**config.mk**
```make
export PLATFORM = sky130hd
export DESIGN_NAME = instruction_memory
export DESIGN_NICKNAME = d
export VERILOG_FILES = /design/src/rtl/instruction_memory.sv
export SDC_FILE = /design/constraint.sdc
export NUM_CORES = 2
export LEC_CHECK = 0
export BUFFER_PORTS_ARGS = -buffer_cell sky130_fd_sc_hd__buf_2
export CAP_MARGIN = 10
export CORE_ASPECT_RATIO = 0.7
export CORE_MARGIN = 5
export CORE_UTILIZATION = 40
export DETAILED_ROUTE_END_ITERATION = 8
export GPL_ROUTABILITY_DRIVEN = 1
export PLACE_DENSITY = 0.57
export SLEW_MARGIN = 20
export SYNTH_ARGS = -nofsm -noshare
export SYNTH_HDL_FRONTEND = slang
export SYNTH_SLANG_ARGS = --single-unit
```
**constraint.sdc**
```tcl
create_clock -name i_clk -period 2.5 [get_ports i_clk]
set_input_delay 0 -clock i_clk [delete_from_list [all_inputs] [get_ports i_clk]]
set_output_delay 0 -clock i_clk [all_outputs]
set_load 0.02 [all_outputs]
```
**src/rtl/instruction_memory.sv**
```systemverilog
// Byte-loadable instruction memory for the IF stage: the debug unit streams bytes
// MSB-first into a flat byte array, and the word at i_pc is read combinationally.
module instruction_memory #(
  parameter int PC_SIZE            = 32,
  parameter int BYTE_SIZE          = 8,
  parameter int WORD_SIZE_IN_BYTES = 4,
  parameter int MEM_SIZE_IN_WORDS  = 64,
  localparam int WORD_SIZE         = BYTE_SIZE * WORD_SIZE_IN_BYTES,
  localparam int MEM_BYTES         = MEM_SIZE_IN_WORDS * WORD_SIZE_IN_BYTES,
  localparam int PTR_W             = $clog2(MEM_BYTES) + 1
) (
  input  logic                 i_clk,
  input  logic                 i_reset,
  input  logic                 i_clear,
  input  logic                 i_write,
  input  logic [BYTE_SIZE-1:0] i_data,
  input  logic [PC_SIZE-1:0]   i_pc,
  output logic [WORD_SIZE-1:0] o_instruction,
  output logic                 o_full,
  output logic                 o_empty,
  output logic [PTR_W-1:0]     o_word_count
);

  localparam int ADDR_W = $clog2(MEM_BYTES);
  localparam int BOFS_W = $clog2(WORD_SIZE_IN_BYTES);
  localparam int WIDX_W = $clog2(MEM_SIZE_IN_WORDS);

  logic [BYTE_SIZE-1:0] r_mem [MEM_BYTES];
  logic [PTR_W-1:0]     r_wr_ptr;

  logic                 w_full;
  logic [PC_SIZE-3:0]   w_pc_word;
  logic [WIDX_W-1:0]    w_word_idx;
  logic                 w_in_range;
  logic                 w_unused_pc_lsb;

  assign w_full = (r_wr_ptr == PTR_W'(MEM_BYTES));

  // Writes saturate at full: no wrap-around, extra bytes are dropped.
  always_ff @(posedge i_clk or negedge i_reset) begin
    if (!i_reset) begin
      for (int i = 0; i < MEM_BYTES; i++) r_mem[i] <= '0;
      r_wr_ptr <= '0;
    end else if (i_clear) begin
      for (int i = 0; i < MEM_BYTES; i++) r_mem[i] <= '0;
      r_wr_ptr <= '0;
    end else if (i_write && !w_full) begin
      r_mem[r_wr_ptr[ADDR_W-1:0]] <= i_data;
      r_wr_ptr <= r_wr_ptr + PTR_W'(1);
    end
  end

  assign w_pc_word       = i_pc[PC_SIZE-1:2];
  assign w_word_idx      = w_pc_word[WIDX_W-1:0];
  assign w_in_range      = (w_pc_word < (PC_SIZE-2)'(MEM_SIZE_IN_WORDS));
  assign w_unused_pc_lsb = ^i_pc[1:0];

  // Byte 0 of a word lands in the most significant lane (big-endian).
  generate
    for (genvar gi = 0; gi < WORD_SIZE_IN_BYTES; gi++) begin : g_lane
      assign o_instruction[WORD_SIZE-1-gi*BYTE_SIZE -: BYTE_SIZE] =
        w_in_range ? r_mem[{w_word_idx, BOFS_W'(gi)}] : '0;
    end
  endgenerate

  assign o_full       = w_full;
  assign o_empty      = (r_wr_ptr == '0);
  assign o_word_count = r_wr_ptr >> BOFS_W;

endmodule

```
# --- Yosys cells after proc, flatten, opt, wreduce, memory -nomap -nowiden ---
# Index checks and enable logic that the tools add are counted.
# Widths: inputs -> output; s select.
word_totals:
  romBits: 0
  ram_bits: 0
  output_inout_bits: 43
  n_memories: 0
  ff_bits: 2057
  latch_bits: 0
  elab_cells: 299
op_classes:
  add_sub_neg: 1
  order_cmp: 7
  shifts: 0
  mux: 23
  n_eq_ne: 1
  n_bitwise: 5
  reduce_logical: 5
  div: 0
  multipliers: 0
ops:
  columns: ["cell", "n"]
  rows:
  - ["$mux 2048", 2]
  - ["$bwmux 2048", 1]
  - ["$bmux 8 s8", 4]
  - ["$mux 8", 13]
  - ["$demux 8 s8", 1]
  - ["$ge 9x9->1 const B", 5]
  - ["$not 8->9", 5]
  - ["$lt 30x7->1 const B", 1]
  - ["$mux 9", 2]
  - ["$add 9x1->9 const B", 1]
  - ["$eq 9x9->1 const B", 1]
  - ["$logic_not 9->1", 1]
  - ["$lt 9x1->1 const B", 1]
  - ["$logic_and 1x1->1", 2]
  - ["$reduce_bool 2->1", 1]
  - ["$logic_not 1->1", 1]

# --- Depth between registers and ports, before layout ---
logic_depth:
  ltp_word: 8
  mapped_depth: 12
  ltp_nobuf: 8

# --- Least setup slack after synthesis ---
# No wires, ideal clock.
synth_timing:
  path_type: "register to register"
  start: "reg r_wr_ptr[0]"
  end: "reg r_mem[2040] (netlist bit)"
  synth_period_minus_slack_ps: 2221
  required_time_ps: 2364
  path_buffers: 1
  setup_time_ps: 136
  path_slack_ps: 279
  stages_incl_launch_ff: 9
  arrival_ps: 2085
  path_cell_list: "dfrtp_1 > inv_1 > ha_1 > clkbuf_1 > nand2_1 > nor3_2 > nand2_1 > nand2_1 > a21oi_1"
synth_between:
  elab_chain_cells: 8
  word_cells_on_any_way: 13
  cone_classes: "order compare (2); eq/ne (1); mux (5); bitwise (1); reduce/logical (4)"
synth_rtl:
  columns: ["element", "line", "text"]
  rows:
  - ["from (decl)", "29", "logic [PTR_W-1:0] r_wr_ptr;"]
  - ["from (signal assigned)", "49", "r_wr_ptr <= r_wr_ptr + PTR_W'(1);"]
  - ["$not 8->9 (not written as such)", "48", "r_mem[r_wr_ptr[ADDR_W-1:0]] <= i_data;"]
  - ["$ge 9x9->1 (not written as such) or $lt 9x1->1 (tied branches)", "48", null]
  - ["$logic_and 1x1->1 (not written as such)", "48", null]
  - ["$mux 8 (not written as such)", "48", null]
  - ["$demux 8 s8", "48", null]
  - ["$bwmux 2048", "48", null]
  - ["$mux 2048", "47", "end else if (i_write && !w_full) begin"]
  - ["$mux 2048", "44", "end else if (i_clear) begin"]
  - ["to (signal, indexed assignment)", "48", null]
  - ["to (decl)", "28", "logic [BYTE_SIZE-1:0] r_mem [MEM_BYTES];"]
# Parallel ways exist; a longest one is shown, timed or not. The select of a mux whose other input is x is not followed.
# A chain may end at the register's enable or synchronous reset.

# --- Worst setup path after layout ---
layout_timing:
  start: "reg r_mem[770] (netlist bit)"
  end: "out o_instruction[2]"
layout_between:
  elab_chain_cells: 4
layout_rtl:
  columns: ["element", "line", "text"]
  rows:
  - ["$bmux 8 s8", "62", "w_in_range ? r_mem[{w_word_idx, BOFS_W'(gi)}] : '0;"]
  - ["$mux 8 (not written as such) (2 in series)", "62", null]
  - ["$mux 8", "62", null]
  - ["to (decl)", "18", "output logic [WORD_SIZE-1:0] o_instruction,"]
# Every way passes these cells. The select of a mux whose other input is x is not followed.

==> results.md <==
* Outcome: finished with violations
* Failing checks: setup timing
* Synth cell types at between 60 and 70
* Final Hold Vio Count at 0
* Area grow syn2layout at 19.33%
* DR DRC count at 0
* Top cells by area, synth: dfrtp_1 (51%), nand2_1 (12%), a21oi_1 (9.9%)
* H-Tree Depth at 4
* Net Sw Power at ~18 mW
* Max-Cap Viols at 0
* Clk pwr share at 45.4%
* Vias at about 91000
* Pins Over Slew Limit at 0
* Die area at around 0.26 mm²
* Async set-reset flop share out of synthesis at 100.0%
* Largest net degree at the start of global routing at about 140
* Pleak at 48.32 nW
* Worst-path fanout max at 2
* Ports at slightly below 90
* Fin crit share at 129.6%
* TritonCTS clock tree: yes
* CP arrival at around 3.2 ns
* Kind of critical path: register to output port
* Core Rows at around 150
* Hold Path End: r_mem[7]
* Tightest Pin Transition at approximately 0.9 ns
* Mean Syn Cell Area at 9.309 µm²
* Maximum VDD drop at between 0.5 and 0.6 mV
* CTS Sinks at 2057
* Hold Slack at 0.1472 ns
* CTS buffer count at about 210
* Top FF cell, synth: dfrtp_1
* Worst rel slew slack at about 41%
* Global route total overflow at 0
* Clock-pin transition on the worst setup and hold timing paths at around 0.06 ns
* CTS root buf: clkbuf_16
* Reg2reg path depth at 7
* Hold_sp: i_data[7]
* Logic pwr share at approximately 8%
* Final Wtd Congestion at 0.9541
* Share of layout cells above drive strength 1 at 19.72%
* Reg-to-reg critical path startpoint: r_wr_ptr[2]
* Initial Utilization at roughly two fifths
* Worst Setup End Kind: output port
* #FFs+latches synth at slightly above 2000
* Hold Path Class: input pin to register
* Gr usage total at roughly 31%
* Clock Skew at a little over 0.06 ns
* Die span in y at approximately 430 µm
* Count of flip-flops with a built-in enable after synthesis at 0
* Port buffer count at just over 80
* Int Pwr at 53.04 mW
* Sw Share at approximately a quarter
* Max frequency at between 300 and 400 MHz
* PD cells at between 500 and 600 mW/mm²
* Drt total wl at just over 400000 µm
* Critical path required time at between 2 and 3 ns
* Pre-antenna DRT Iters at 8
* Global-route wire length before repair at 607900 µm
* Post-synth top cells: nand2_1 (3127), dfrtp_1 (2057), a21oi_1 (2002), nand3_1 (882), clkbuf_1 (660)
* Share of the synthesized area in the top cell type at about half
* Synth area leader: dfrtp_1
* Yosys warning count at 0
* Startpoint type of the worst setup path: register
* Core area at ~0.25 mm²
* Layout filler cell count at between 20000 and 25000
* Antenna violations before repair at 7
* Post-synthesis sequential area ratio at 50.99%
* DR WL/cell at about 28 µm
* DR vias/cell at just over 6
* Most common cell in the netlist: nand2_1
* Die X at approximately 600 µm
* Mapped Cells at 10844
* Vias in the first global route at ~87000
* Dpl hpwl at 275400 µm
* RSZ-0062 raised after global routing: yes
* Final setup margin at -0.7409 ns
* Initial DRC Count at approximately 13000
* Routed Antenna Nets at 0
* Worst-Skew Late Latency at between 0.8 and 0.9 ns
* Maximum buffer depth of the clock tree at 4
* Final setup fails at 34
* Worst r2r dst: r_mem[1157]
* Final min period at ~3.2 ns
* Post-Route Utilization at 47.90%
* Seq pwr share at 46.6%
* Mapped cell area at just over 0.1 mm²
* R2r setup slk at -0.02 ns
* Layout Nets at 11181
* Min-Delay Path Depth at 4
-- worst max-delay path, cell delays in order, from the launching register on --
cell,delay (ns)
dfrtp_1,0.43
mux4_2,0.50
mux4_2,0.60
a22o_4,0.28
or3_4,0.41
buf_6,0.16
-- final cells by class --
class	instances	area (µm²)	area share, %
Sequential cell	2057	51480	42.74
Multi-Input combinational cell	7821	47340	39.30
Timing Repair Buffer	1039	10590	8.794
Clock buffer	297	6092	5.058
Tap cell	3354	4197	3.484
Clock inverter	71	715.7	0.5942
Inverter	6	27.53	0.02285
Antenna cell	2	5.005	0.004155
-- worst max-delay path by stage --
stage	start	endpoint	slack, ns	depth (start not counted)
final	r_mem[770]	o_instruction[2]	-0.74	5
after global routing	r_mem[309]	o_instruction[21]	-0.77	5
after CTS	r_mem[770]	o_instruction[2]	-0.84	5
after detailed placement	i_pc[2]	o_instruction[23]	-0.99	13
after global placement	i_pc[2]	o_instruction[23]	-1.02	13
after floorplan	r_wr_ptr[0]	r_mem[2040]	0.28	8
-- power groups by stage --
stage	Sequential [mW]	Combinational (mW)	Clock, mW
global placement	33.9	5.35	0
floorplan	33.9	2.32	0
global route	33.3	5.97	34.0
finish	33.3	5.72	32.4
detailed placement	33.9	5.38	0
CTS	33.3	5.58	32.7
-- cell families after synthesis --
group | share of synthesized area [%]
flip-flops | 50.99
multiplexers | 12.88
AND/OR/NAND/NOR | 18.20
AO/OA/AOI/OAI | 13.51
other | 0.003715
XOR/XNOR | 0.05207
buffers and inverters | 4.318
adder cells (fa/ha/maj) | 0.04958
-- routing by layer --
layer | vias to the layer above | track usage, % | wire, µm
met4 | 6 | 10.53 | 16440
met2 | 5635 | 41.43 | 166900
met1 | 46145 | 45.37 | 172800
met3 | 721 | 10.28 | 54700
li1 | 38171 | - | -
met5 | - | 0 | 40
-- flip-flops by register name (all words and copies together) (netlist names) --
| signal | count |
|---|---|
| r_mem | 2048 |
| r_wr_ptr | 9 |
-- stage by stage --
| step | setup WS [ns] | std cells | power, mW | setup TNS (ns) | instance area [µm²] |
|---|---|---|---|---|---|
| after CTS | -0.8377 | 14637 | 71.53 | -15.33 | 119700 |
| final | -0.7409 | 14647 | 71.42 | -13.62 | 120500 |
| after floorplan | 0.2789 | 10845 | 36.26 | 0 | 100900 |
| after detailed placement | -0.9900 | 14262 | 39.31 | -24.12 | 111200 |
| after global placement | -1.015 | 14262 | 39.28 | -17.05 | 111200 |
| after global routing | -0.7704 | 14645 | 73.25 | -14.99 | 120400 |
-- cells in the final DEF, fill, tap and decap left out, types with 185 or more instances in the layout --
cell type and n:
nor2_1 185, nand2_1 3083, buf_12 205, a21oi_1 1972
dfrtp_1 2053, mux2i_1 363, mux4_2 403, buf_4 720
clkbuf_16 210, nand3_1 868, o21ai_0 238
-- what timing repair did --
| action | CTS | global route |
|---|---|---|
| resized for setup | 339 | 197 |
| cloned | 1 | 0 |
| setup endpoints to repair | 390 | 899 |
| endpoints found under the hold margin | 4103 | 0 |
| hold buffers | 13 | 0 |
| pin swaps | 99 | 47 |
| setup buffers | 15 | 11 |
Note: power is estimated with default switching activity, not from simulation.
